--- src/rtl/addsub_pkg.sv ---
// Shared types and widths for the add/subtract result checker.
package addsub_pkg;

    localparam int OP_W  = 4;
    localparam int RES_W = 5;

    localparam logic MODE_ADD = 1'b0;
    localparam logic MODE_SUB = 1'b1;

    typedef enum logic {
        RUN  = 1'b0,
        HALT = 1'b1
    } state_t;

endpackage

--- src/rtl/addsub_ref.sv ---
// Reference model: expected 5-bit result of a 4-bit add or subtract.
module addsub_ref
    import addsub_pkg::*;
(
    input  logic             m,
    input  logic [OP_W-1:0]  a,
    input  logic [OP_W-1:0]  b,
    output logic [RES_W-1:0] exp
);

    logic [RES_W-1:0] a_ext;
    logic [RES_W-1:0] b_ext;

    assign a_ext = {1'b0, a};
    assign b_ext = {1'b0, b};

    // Subtract wraps mod 32, giving the 5-bit two's-complement difference.
    always_comb begin
        exp = a_ext + b_ext;
        if (m == MODE_SUB) begin
            exp = a_ext - b_ext;
        end
    end

endmodule

--- config.mk ---
export PLATFORM = sky130hd
export DESIGN_NAME = addsub_ref
export DESIGN_NICKNAME = d
export VERILOG_FILES = /design/src/rtl/addsub_pkg.sv /design/src/rtl/addsub_ref.sv
export SDC_FILE = /design/constraint.sdc
export NUM_CORES = 1
export LEC_CHECK = 0
export CAP_MARGIN = 20
export CORE_AREA = 2 2 39 41
export DETAILED_ROUTE_END_ITERATION = 10
export DIE_AREA = 0 0 41 43
export PLACE_DENSITY = 0.51
export SYNTH_ARGS = -nofsm -noshare
export SYNTH_HDL_FRONTEND = slang
export SYNTH_SLANG_ARGS = --single-unit
export TNS_END_PERCENT = 50
--- constraint.sdc ---
create_clock -name vclk -period 5.2
set_input_delay 0.78 -clock vclk [all_inputs]
set_output_delay 0.78 -clock vclk [all_outputs]
set_load 0.02 [all_outputs]
==> results of run 1 <==
==> per-stage QoR <==
step	hold WS, ns	setup slack (ns)	cell area, um^2	instances	util, %
3_5_place_dp	2.69	1.14	367	57	26.5
5_1_grt	2.72	1.03	367	57	26.5
2_1_floorplan	1.74	2.16	206	27	-
4_1_cts	2.69	1.13	367	57	26.5
3_3_place_gp	2.70	1.15	367	57	26.5
6_report	2.68	1.17	367	57	26.5
==> cell usage in the layout (no fill, tap or decap), drive strengths merged <==
master / count
a21o: 1
a21oi: 3
clkdlybuf4s50: 14
fa: 1
ha: 5
inv: 5
mux2i: 1
nand2: 1
nor2: 3
nor3: 1
o21ai: 1
xnor2: 2
xor2: 3
==> final cells by class <==
class,instances,area [um^2]
Timing Repair Buffer,14,140
Fill cell,159,1020
Multi-Input combinational cell,22,188
Tap cell,16,20.0
Inverter,5,18.8
==> worst max-delay path, cell delays in order <==
cell                              delay, ns
sky130_fd_sc_hd__clkdlybuf4s50_1       0.51
sky130_fd_sc_hd__inv_1                 0.06
sky130_fd_sc_hd__ha_1                  0.27
sky130_fd_sc_hd__mux2i_1               0.10
sky130_fd_sc_hd__fa_1                  0.45
sky130_fd_sc_hd__a21o_1                0.18
sky130_fd_sc_hd__a21oi_2               0.14
sky130_fd_sc_hd__xor2_1                0.14
sky130_fd_sc_hd__clkdlybuf4s50_1       0.62
==> final timing paths <==
kind	endpoint	start
min	exp[0]	a[0]
max	exp[4]	b[0]
==> power breakdown <==
group	internal, mW	switching (mW)
Clock	0	0
Combinational	0.0326	0.0290
Sequential	0	0
Total	0.0326	0.0290
==> logic make-up after synthesis <==
kind of cell    Yosys count
fa+ha+maj                 6
simple gates              5
compound gates            5
mux                       1
buf+inv                   5
xor+xnor                  5
==> layer usage <==
metal	share of wire [%]	global-route usage [%]	vias up
met3	9.6	0	0
met4	0	0	0
met2	47	8.44	8
li1	-	-	116
met1	43	6.03	92
met5	0	0	-
==> summary.log, run 1 <==
qor: hold_path.cells_on_worst_hold_path 5
qor: synthesis.syn_area 206 um^2
qor: pwr.report.power.total 0.0616 mW
qor: pwr.power_density 168 nW/um^2
qor: layout.areaGrowthSynthToFinish 77.6%
qor: routing.route.detailed.vias_per_inst 3.79
qor: floorplanning.dieHeight 43 um
qor: synthesis.post_synth_fa_ha_maj_area_fraction 40.0%
qor: routing.route.detailed.wl_per_inst 6.93 um
qor: synthesis.netlist_top_cells_area sky130_fd_sc_hd__ha_1, sky130_fd_sc_hd__xor2_1, sky130_fd_sc_hd__fa_1
qor: floorplanning.floorplan.initialDensity 14.9%
qor: critical_path.critPathRequiredTime 4.42 ns
qor: floorplanning.io_pins 14
qor: timing.timing_hold_violations_final 0
qor: floorplanning.cell_rows 14
qor: grt.global_route.usage.total 4.60%
qor: pwr.worst_ir_drop_vdd 0.0000349 V
qor: layout.num_antenna_cells 0
qor: cts.cts_hold_buf 0
qor: routing.route.detailed.drc 0
qor: layout.sequential_cell_total 0
qor: cts.post_cts_setup_buffers 0
qor: floorplanning.dieWidth 41 um
qor: synthesis.synth.lib_cells_used.distinct 13
qor: placed_design.hpwlAfterDp 388 um
qor: timing.maxSlewViolCount 0
qor: layout.final.clkbuf_count 0
qor: floorplanning.die_area 1760 um^2
qor: synthesis.syn-mean-instance-area 7.65 um^2
qor: placed_design.placement.io_buffers 14
qor: grt.grt_first_pass_wirelength 627 um
qor: routing.postRouteWirelength 395 um
qor: synthesis.fraction_of_the_mapped_netlist_area_in_compound_gates 15.2%
qor: floorplanning.core_area 1380 um^2
qor: critical_path.crit_type input port to output pin
qor: critical_path.timing.critical_path.to_type output pin
qor: timing.timing.final.crit_share 77.5%
qor: synthesis.synthCells 27
qor: timing.max-slew-margin-rel 81.1%
qor: synthesis.synth-seq-area-share 0%
qor: timing.finalSetupViolCount 0
qor: critical_path.critical_path_peak_fanout 3
qor: critical_path.worstPathArrival 3.25 ns
qor: run.maxCapViolCount 0
qor: layout.post_route_cells_drive_above_1_share 2.44%
qor: routing.detail-route-antenna-nets 0
qor: synthesis.synth_top_family_by_area adder cells
qor: synthesis.synth.largest_area_cell sky130_fd_sc_hd__ha_1
qor: timing.fin_crit 4.03 ns
qor: hold_path.min_path_type input port to output pin
qor: grt.first_global_vias 178
qor: critical_path.cp-start-kind input port
qor: routing.drt-pass1-iter-count 1
qor: layout.num-nets-final 58
qor: pwr.power.leakage 0.168 nW
qor: routing.route.vias.total 216
qor: timing.tightestPinTransition 0.276 ns
qor: grt.grt_start_max_net_pins 5
qor: routing.detail_route.iter0.violations 0
qor: layout.seq_area 0 um^2
qor: placed_design.gp_congestion 0.639
qor: cts.post_cts.resized_instances 0
qor: synthesis.netlist_top_cells_count sky130_fd_sc_hd__ha_1, sky130_fd_sc_hd__inv_1, sky130_fd_sc_hd__nor2_1, sky130_fd_sc_hd__xor2_1
qor: synthesis.netlist.area_leader.share 30.3%
qor: grt.antenna_violations_before_repair 0
qor: synthesis.post_synth_mux_area_share 4.85%
qor: synthesis.net_count_of_the_mapped_netlist 42
qor: synthesis.synthesis.yosys.warnings 0
qor: timing.max_freq 248 MHz
qor: outcome.status finished, final reports clean
qor: timing.setup_tns 0 ns
qor: synthesis.yosys.area_share.xor_xnor 21.2%
qor: synthesis.yosys.area_share.simple 9.70%
qor: grt.grt_overflow 0
qor: timing.unrepaired_setup_endpoints_after_global_routing false
Note: power is estimated with default switching activity, not from simulation.
==> inputs of run 2 (changes only) <==
clock period = 3.8 ns   (was 5.2 ns; I/O delays follow)
==> run 2 against run 1 <==
Effect of this change:
- final cell count did not move
- combinational power rose by 37%
- setup slack got worse by 0.95 ns
- die area did not move
- power rose by 37%
- via count rose by 1.9%
- non-clock buffer count did not move
- first-iteration DRC count did not move
- hold slack got worse by 0.42 ns
- wire length rose by 7.1%
- utilization did not move
==> summary.log, run 2 (synthesis results as in run 1) <==
qor: outcome.status finished, final reports clean [unchanged]
qor: grt.grt_start_max_net_pins 5 [unchanged]
qor: timing.worst_hold_slack 2.26 ns [was 2.68 ns]
qor: timing.tightestPinTransition 0.299 ns [was 0.276 ns]
qor: run.maxCapViolCount 0 [unchanged]
qor: timing.maxSlewViolCount 0 [unchanged]
qor: floorplanning.floorplan.initialDensity 14.9% [unchanged]
qor: timing.max_freq 279 MHz
qor: floorplanning.cell_rows 14 [unchanged]
qor: cts.post_cts.resized_instances 0 [unchanged]
qor: timing.postLayoutSetupSlackWorst 0.215 ns [was 1.17 ns]
qor: routing.route.vias.total 220 [was 216]
qor: routing.detail_route.iter0.violations 0 [unchanged]
qor: placed_design.gp_congestion 0.661 [was 0.639]
qor: grt.grt_first_pass_wirelength 738 um [was 627 um]
qor: placed_design.placement.io_buffers 14 [unchanged]
qor: layout.final.clkbuf_count 0 [unchanged]
qor: routing.postRouteWirelength 423 um [was 395 um]
qor: grt.global_route.usage.total 5.49% [was 4.60%]
qor: layout.areaGrowthSynthToFinish 77.6% [unchanged]
qor: critical_path.worstPathArrival 3.01 ns [was 3.25 ns]
qor: critical_path.timing.critical_path.to_type output pin [unchanged]
qor: floorplanning.io_pins 14 [unchanged]
qor: routing.detail-route-antenna-nets 0 [unchanged]
qor: layout.final-instance-count-excl-fill 57 [unchanged]
qor: placed_design.worst_slack_at_placement 0.187 ns [was 1.14 ns]
qor: grt.antenna_violations_before_repair 0 [unchanged]
qor: pwr.report.power.total 0.0846 mW [was 0.0616 mW]
qor: placed_design.dpl.cell_count 57 [unchanged]
qor: timing.setup_tns 0 ns [unchanged]
qor: critical_path.cp-start-kind input port [unchanged]
qor: layout.layout_commonest_cell sky130_fd_sc_hd__clkdlybuf4s50_1 [unchanged]
qor: pwr.power.leakage 0.168 nW [unchanged]
qor: critical_path.crit_type input port to output pin [unchanged]
qor: floorplanning.dieHeight 43 um [unchanged]
qor: routing.route.detailed.vias_per_inst 3.86 [was 3.79]
qor: floorplanning.dieWidth 41 um [unchanged]
qor: floorplanning.core_area 1380 um^2 [unchanged]
qor: timing.finalSetupViolCount 0 [unchanged]
qor: layout.num-nets-final 58 [unchanged]
qor: timing.timing_hold_violations_final 0 [unchanged]
qor: layout.seq_area 0 um^2 [unchanged]
qor: cts.cts_hold_buf 0 [unchanged]
qor: timing.timing.final.crit_share 94.3%
qor: critical_path.critical_path_peak_fanout 3 [unchanged]
qor: layout.num-fill-cells 166 [was 159]
qor: routing.route.detailed.drc 0 [unchanged]
qor: timing.max-slew-margin-rel 79.5% [was 81.1%]
qor: layout.most-common-layout-cells sky130_fd_sc_hd__clkdlybuf4s50_1, sky130_fd_sc_hd__inv_1, sky130_fd_sc_hd__ha_1, sky130_fd_sc_hd__nor2_1, sky130_fd_sc_hd__xor2_1 [unchanged]
qor: grt.grt_overflow 0 [unchanged]
qor: layout.post_route_cells_drive_above_1_share 2.44% [unchanged]
qor: timing.fin_crit 3.58 ns
qor: grt.first_global_vias 208 [was 178]
qor: placed_design.hpwlAfterDp 416 um [was 388 um]
qor: layout.num_antenna_cells 0 [unchanged]
qor: pwr.power_density 231 nW/um^2 [was 168 nW/um^2]
qor: layout.sequential_cell_total 0 [unchanged]
qor: routing.drt-pass1-iter-count 1 [unchanged]
qor: timing.unrepaired_setup_endpoints_after_global_routing false [unchanged]
qor: routing.route.detailed.wl_per_inst 7.42 um [was 6.93 um]
qor: cts.post_cts_setup_buffers 0 [unchanged]
qor: pwr.worst_ir_drop_vdd 0.0000539 V [was 0.0000349 V]
qor: critical_path.critPathRequiredTime 3.23 ns [was 4.42 ns]
qor: floorplanning.die_area 1760 um^2 [unchanged]
qor: hold_path.min_path_type input port to output pin [unchanged]
run 2: final cells by class:
type	instances	area (um^2)	area share [%]
multi-input cells	22	188	51.2
repair buffers	14	140	38.2
well taps	16	20.0	5.46
inverters	5	18.8	5.12
run 2: critical path, cell delays in order:
cell and delay [ns]:
sky130_fd_sc_hd__clkdlybuf4s50_1 0.50, sky130_fd_sc_hd__inv_1 0.05, sky130_fd_sc_hd__ha_1 0.26, sky130_fd_sc_hd__mux2i_1 0.11
sky130_fd_sc_hd__fa_1 0.44, sky130_fd_sc_hd__a21o_1 0.18, sky130_fd_sc_hd__a21oi_2 0.14, sky130_fd_sc_hd__xor2_1 0.14
sky130_fd_sc_hd__clkdlybuf4s50_1 0.62
run 2: power breakdown:
group | internal (mW) | switching (mW)
Combinational | 0.0447 | 0.0399
Clock | 0 | 0
Sequential | 0 | 0
Total | 0.0447 | 0.0399
run 2: stage by stage:
| stage | area [um^2] | util [%] |
|---|---|---|
| 2_1_floorplan | 206 | - |
| 3_3_place_gp | 367 | 26.5 |
| 3_5_place_dp | 367 | 26.5 |
| 4_1_cts | 367 | 26.5 |
| 5_1_grt | 367 | 26.5 |
| 6_report | 367 | 26.5 |
run 2: final timing paths:
path	cells past startpoint	to	startpoint
worst min-delay path	5	exp[0]	a[0]
worst max-delay path	9	exp[4]	b[0]
run 2: routing by layer:
layer / vias up / part of all wire, % / track usage, %
met3: 0 / 8.5 / 0.524
met2: 8 / 46 / 9.06
met1: 94 / 45 / 7.91
met5: - / 0 / 0
li1: 118 / - / -
met4: 0 / 0 / 0
==> inputs of run 3 (changes only) <==
ABC_CLOCK_PERIOD_IN_PS = 3800   (was default)
==> results of run 3 <==
The final DEF is identical to that of run 2; final timing and power are the same.
